## src/rtl/hpdcache_rr_arbiter.sv

```systemverilog
// Round-robin arbiter with a zero-latency grant that locks onto the selected
// requester while downstream stalls, so the presented request never changes mid-handshake.
module hpdcache_rr_arbiter #(
  parameter int unsigned N = 4,
  localparam int unsigned Log2N = $clog2(N)
) (
  input  logic             clk_i,
  input  logic             rst_i,
  input  logic [N-1:0]     req_valid_i,
  output logic [N-1:0]     req_ready_o,
  output logic             arb_valid_o,
  input  logic             arb_ready_i,
  output logic [N-1:0]     arb_gnt_o,
  output logic [Log2N-1:0] arb_idx_o
);

  localparam logic [0:0] STATE_IDLE   = 1'b0;
  localparam logic [0:0] STATE_LOCKED = 1'b1;

  logic [0:0]       state_q, state_d;
  logic [Log2N-1:0] last_q, last_d;
  logic [Log2N-1:0] lock_q, lock_d;

  logic             sel_found;
  logic [Log2N-1:0] sel;
  logic [Log2N-1:0] gnt_idx;
  logic             locked;

  // Returns {found, index} of the first valid requester after 'last', wrapping.
  function automatic logic [Log2N:0] rr_pick(input logic [N-1:0]     valid,
                                             input logic [Log2N-1:0] last);
    logic [Log2N:0] res;
    int unsigned    cand;
    res = '0;
    for (int unsigned k = 1; k <= N; k++) begin
      cand = (32'(last) + k) % N;
      if (!res[Log2N] && valid[Log2N'(cand)]) begin
        res = {1'b1, Log2N'(cand)};
      end
    end
    return res;
  endfunction

  always_comb begin
    {sel_found, sel} = rr_pick(req_valid_i, last_q);
    locked  = (state_q == STATE_LOCKED);
    gnt_idx = locked ? lock_q : sel;

    // Outputs are forced quiet while reset is applied so a held grant is dropped silently.
    arb_valid_o = !rst_i && (locked || sel_found);
    arb_gnt_o   = arb_valid_o ? ({{(N-1){1'b0}}, 1'b1} << gnt_idx) : '0;
    arb_idx_o   = arb_valid_o ? gnt_idx : '0;
    req_ready_o = arb_gnt_o & {N{arb_ready_i}};
  end

  always_comb begin
    state_d = state_q;
    last_d  = last_q;
    lock_d  = lock_q;
    if (arb_valid_o) begin
      if (arb_ready_i) begin
        last_d  = gnt_idx;
        state_d = STATE_IDLE;
      end else if (!locked) begin
        lock_d  = sel;
        state_d = STATE_LOCKED;
      end
    end
  end

  always_ff @(posedge clk_i) begin
    if (rst_i) begin
      state_q <= STATE_IDLE;
      last_q  <= Log2N'(N - 1);
      lock_q  <= '0;
    end else begin
      state_q <= state_d;
      last_q  <= last_d;
      lock_q  <= lock_d;
    end
  end

`ifndef HPDCACHE_ASSERT_OFF
  gnt_onehot_a: assert property (@(posedge clk_i) disable iff (rst_i)
    $onehot0(arb_gnt_o));
  ready_onehot_a: assert property (@(posedge clk_i) disable iff (rst_i)
    $onehot0(req_ready_o));
  idx_match_a: assert property (@(posedge clk_i) disable iff (rst_i)
    (arb_gnt_o == '0) ? (arb_idx_o == '0) : arb_gnt_o[arb_idx_o]);
  // A requester holding a locked grant must keep its request up until accepted.
  locked_req_held_a: assert property (@(posedge clk_i) disable iff (rst_i)
    (state_q == STATE_LOCKED) |-> req_valid_i[lock_q]);
`endif

endmodule

```

## config.mk

```make
export PLATFORM = sky130hd
export DESIGN_NAME = hpdcache_rr_arbiter
export DESIGN_NICKNAME = d
export VERILOG_FILES = /design/src/rtl/hpdcache_rr_arbiter.sv
export SDC_FILE = /design/constraint.sdc
export NUM_CORES = 1
export LEC_CHECK = 0
export BUFFER_PORTS_ARGS = -buffer_cell sky130_fd_sc_hd__buf_2
export CAP_MARGIN = 10
export CELL_PAD_IN_SITES_DETAIL_PLACEMENT = 0
export CELL_PAD_IN_SITES_GLOBAL_PLACEMENT = 1
export CORE_AREA = 2 2 39 41
export DETAILED_ROUTE_END_ITERATION = 10
export DIE_AREA = 0 0 41 43
export PLACE_DENSITY_LB_ADDON = 0.1
export SLEW_MARGIN = 20
export SYNTH_ARGS = -nofsm -noshare
export SYNTH_HDL_FRONTEND = slang
export SYNTH_SLANG_ARGS = --single-unit
```

## constraint.sdc

```tcl
create_clock -name clk_i -period 3.25 [get_ports clk_i]
set_input_delay 0.4875 -clock clk_i [delete_from_list [all_inputs] [get_ports clk_i]]
set_output_delay 0.4875 -clock clk_i [all_outputs]
set_load 0.01 [all_outputs]
```

==> Word level (Yosys, flattened, before mapping) <==
Index checks and enable logic that the tools add are counted.
{ "word_totals": {"ff_bits": 5, "latchBits": 0, "ram_bits": 0, "mem_bits_ro": 0, "inputBits": 7, "output_inout_bits": 11, "elab_cells": 41, "memories": 0} }
{ "op_classes": {"add_sub_neg": 4, "n_mul": 0, "div": 0, "order_cmp": 4, "eq_ne": 0, "shift": 1, "muxes": 16, "n_bitwise": 2, "reduce_logical": 11} }
{ "ops": {"columns": ["operator", "count"], "rows": [
  ["$lt A2 B3 Y1 const B", 4],
  ["$mux W3", 4],
  ["$bmux W1 S2", 4],
  ["$mux W1", 5],
  ["$add A2 B1 Y2 const B", 2],
  ["$add A2 B2 Y2 const B", 2],
  ["$and A4 B4 Y4", 1],
  ["$logic_and A1 B1 Y1", 4],
  ["$logic_not A1 Y1", 4],
  ["$mux W2", 2],
  ["$mux W4", 1],
  ["$reduce_and A2 Y1", 2],
  ["$shl A1 B2 Y4 const A", 1],
  ["$logic_or A1 B1 Y1", 1],
  ["$not A1 Y1", 1]
]} }

==> Logic depth before layout (Yosys ltp) <==
{ "depth": {"ltp_word": 17, "ltp_mapped": 5, "ltp_nobuf": 5} }

==> Worst setup path before layout <==
Ideal clock, no wire load.
{ "synth_path": {"path_kind": "input-to-output", "from": "in req_valid_i[3]", "to": "out req_ready_o[0]", "arrival_time_ns": 1.756, "required_ns": 2.762, "path_slack_ns": 1.006, "path_stages": 5, "path_buffers": 1, "cell_sequence": "or4_4 > mux2_2 > o41ai_2 > buf_6 > nor3b_2"} }
{ "synth_between": {"elab_chain_len": 16, "word_cells_on_any_way": 24, "classes_between": "shift (1); mux (14); bitwise (1); reduce/logical (8)"} }
{ "synth_rtl": {"columns": ["item", "line", "rtl"], "rows": [
  ["from (decl)", "9", "input logic [N-1:0] req_valid_i,"],
  ["$bmux W1 S2", "37", "if (!res[Log2N] && valid[Log2N'(cand)]) begin"],
  ["$mux W1 (implied by the code)", "37", null],
  ["$mux W3", "37", null],
  ["$logic_not A1 Y1", "37", null],
  ["$logic_and A1 B1 Y1", "37", null],
  ["$mux W3", "37", null],
  ["$logic_not A1 Y1", "37", null],
  ["$logic_and A1 B1 Y1", "37", null],
  ["$mux W3", "37", null],
  ["$logic_not A1 Y1", "37", null],
  ["$logic_and A1 B1 Y1", "37", null],
  ["$mux W3 *", "37", null],
  ["$mux W2 / $logic_or A1 B1 Y1 (equally long branches)", null, null],
  ["$shl A1 B2 Y4 / $logic_and A1 B1 Y1 (equally long branches)", "51, 50", null],
  ["$mux W4 *", "51", "arb_gnt_o = arb_valid_o ? ({{(N-1){1'b0}}, 1'b1} << gnt_idx) : '0;"],
  ["$and A4 B4 Y4 *", "53", "req_ready_o = arb_gnt_o & {N{arb_ready_i}};"],
  ["to (decl)", "10", "output logic [N-1:0] req_ready_o,"]
]} }
Mark *: on every way between the ends. The rest lies on a longest branch, timed or not. The select of a mux whose other input is x is not followed.

==> Worst setup path in the final report <==
{ "layout_path": {"from": "in req_valid_i[3]", "to": "out req_ready_o[2]"} }
Same word-level chain as after synthesis.

==> flow_summary.toml <==
[grt]
track_usage_pct = 12.56
grt_pass1_vias = 361
grt_max_degree = 12
grt_pass1_wl_um = 1504
grt-ovfl-total = 0
antenna_found_initial = 0

[sta]
skew_ns = 0.002520
rsz0062_at_grt = "false"
min_period_ns = 2.493
fin_hold_ws_ns = 0.4702
fmax_mhz = 401.1
finalSetupViolCount = 0
fin_crit_sh_pct = 76.72
worst_pin_slew_ns = 0.4934
setup_tns_ns = 0
relSlewSlack_pct = 66.76
drv_slew = 0
finalHoldViolations = 0

[clock_tree]
cts-root-buf = "clkbuf_4"
cts_setup_buffers = 0
cts_hold_buf = 0
clkTransAtPathRegs_ns = 0.05
cts_buffers = 3
clk_path_buf_depth = 2
insertion_delay_ns = 0.24
cts_repair_resize_count = 0
cts_tree = "done"
cts_sinks = 5
cts.htree.levels = 1

[power]
p_sw_mw = 0.07217
p_sw_share_pct = 32.36
power_frac_clock_pct = 32.9
power.density_nw_per_um2 = 419.4
combPwrFrac_pct = 33.5
leakage_nw = 0.2527
pwr-share-seq_pct = 33.6
ir_drop_v = 0.0001864
p_int_mw = 0.1508

[drt]
drt_iter0_drc = 10
drtAntennaViolNets = 0
drt_first_pass_iters = 4
via_per_inst = 4.807
wl_per_cell_um = 11.13
wl_um = 924
drc = 0
num_vias = 399

[setup_path]
critPathSlowestCell = "or4_4"
path_max_fanout = 11
path_class = "primary input to output pin"
cp-start-kind = "primary input"
crit_required_ns = 2.76
endpoint_kind = "output pin"
critPathTopFamily = "simple AND/OR/NAND/NOR gates"
crit_top_cell = "buf_2"
cp_cell_sequence = "buf_2, or4_4, mux2_2, o41ai_2, buf_4, nor3b_2, buf_2"
cp_num_buf_inv = 3
cp.arrival_ns = 2.01
max_stage_delay_ns = 0.55

[die]
coreArea_um2 = 1384
dieArea_um2 = 1763
num_rows = 14
die_h_um = 43
io_pins = 18
initial_core_util_pct = 29.20
fp.dieW_um = 41

[synth]
ys_seq_elements = 5
synth-async-reset-ratio_pct = 0
synth.largest_area_cell = "dfxtp_1"
synth_edf_count = 0
ys_top_cells_by_count = "nor2_1, dfxtp_1, nor3_1"
yosysSeqAreaShare_pct = 24.77
syn_nets = 53
synthCells = 46
synth_area_per_cell_um2 = 8.786
synthFlopType = "dfxtp_1"
synth_area_um2 = 404.1
synthTopCellsByArea = "dfxtp_1, mux2i_1, nand2b_1"
yosysUniqueCellTypes = 21
yosys_warnings = 0
yosysMostFrequentCell = "nor2_1"
synth.top_cell.area_share_pct = 24.77

[run_status]
outcome = "completed"

[layout]
n_antenna_cell = 0
fillers = 151
area_growth_syn_to_layout_pct = 31.58
final_nets = 75
drive_gt1_share_pct = 43.28

[placed_design]
io_buffers = 17
gp_congestion = 0.6487

[worst_hold_path]
hold_class = "primary input to flip-flop"

[run]
maxCapViolations = 0
==> through the flow <==
stage	instance area (µm²)	instances	total power [mW]	worst slack, ns	utilization (%)
after floorplan	404.1	46	0.1287	1.006	-
after global placement	505.5	79	0.1536	0.7527	36.53
after detailed placement	505.5	79	0.1520	0.7426	36.53
after CTS	531.8	83	0.2278	0.7422	38.43
after global routing	531.8	83	0.2370	0.6823	38.43
final	531.8	83	0.2230	0.7567	38.43
==> cell families (layout without fill, tap and decap cells) <==
family	count (synthesis)	in the layout	share of synthesized area [%]
flops	5	5	24.77
mux	5	5	12.69
buf+inv	2	23	3.714
simple gates	26	26	39.93
compound gates	8	8	18.88
==> path summary, 6_finish.rpt <==
path                          start                     end  slack (ns)  depth (start not counted)
max                  req_valid_i[3]          req_ready_o[2]        0.76                          7
min reg2reg  lock_q[1]$_SDFFE_PP0P_  lock_q[1]$_SDFFE_PP0P_        0.47                          2
max reg2reg     locked$_SDFFE_PP0N_  last_q[0]$_SDFFE_PP1P_        1.92                          4
min                     arb_ready_i     locked$_SDFFE_PP0N_        0.47                          2
==> registers in the layout, summed over array words and instances, names as in the netlist <==
signal  cells
last_q      2
lock_q      2
locked      1
==> layer usage <==
layer	track usage [%]	vias up	share of wire (%)
li1	-	207	-
met1	17.42	187	49
met2	17.50	5	49
met3	1.571	0	2.4
met4	8.000	0	0
met5	0	-	0
==> area by class of cell <==
| class | count | area, µm² | share of cell area, % |
|---|---|---|---|
| flip-flops and latches | 5 | 100.1 | 18.82 |
| well taps | 16 | 20.02 | 3.765 |
| inverters | 1 | 3.754 | 0.7059 |
| multi-input cells | 39 | 289.0 | 54.35 |
| clock buffers | 4 | 26.28 | 4.941 |
| repair buffers | 18 | 92.59 | 17.41 |
==> power by group through the flow <==
stage | sequential (mW) | combinational [mW] | clock (mW)
6_report | 0.0750 | 0.0747 | 0.0734
5_1_grt | 0.0758 | 0.0830 | 0.0782
4_1_cts | 0.0753 | 0.0757 | 0.0768
3_5_place_dp | 0.0765 | 0.0756 | 0
3_3_place_gp | 0.0770 | 0.0767 | 0
2_1_floorplan | 0.0746 | 0.0541 | 0
==> placed cells by master, fill, tap and decap left out, drive strengths merged <==
master,n
o21ai,1
clkbuf,4
nor3b,4
a21boi,1
a211o,1
nor3,5
mux2,1
nor2,6
or2b,2
o21bai,1
o41ai,1
mux2i,4
dfxtp,5
nand2b,4
o21a,2
buf,18
and3,2
inv,1
a21oi,1
or4,1
nand2,2
(Power assumes the default switching activity.)
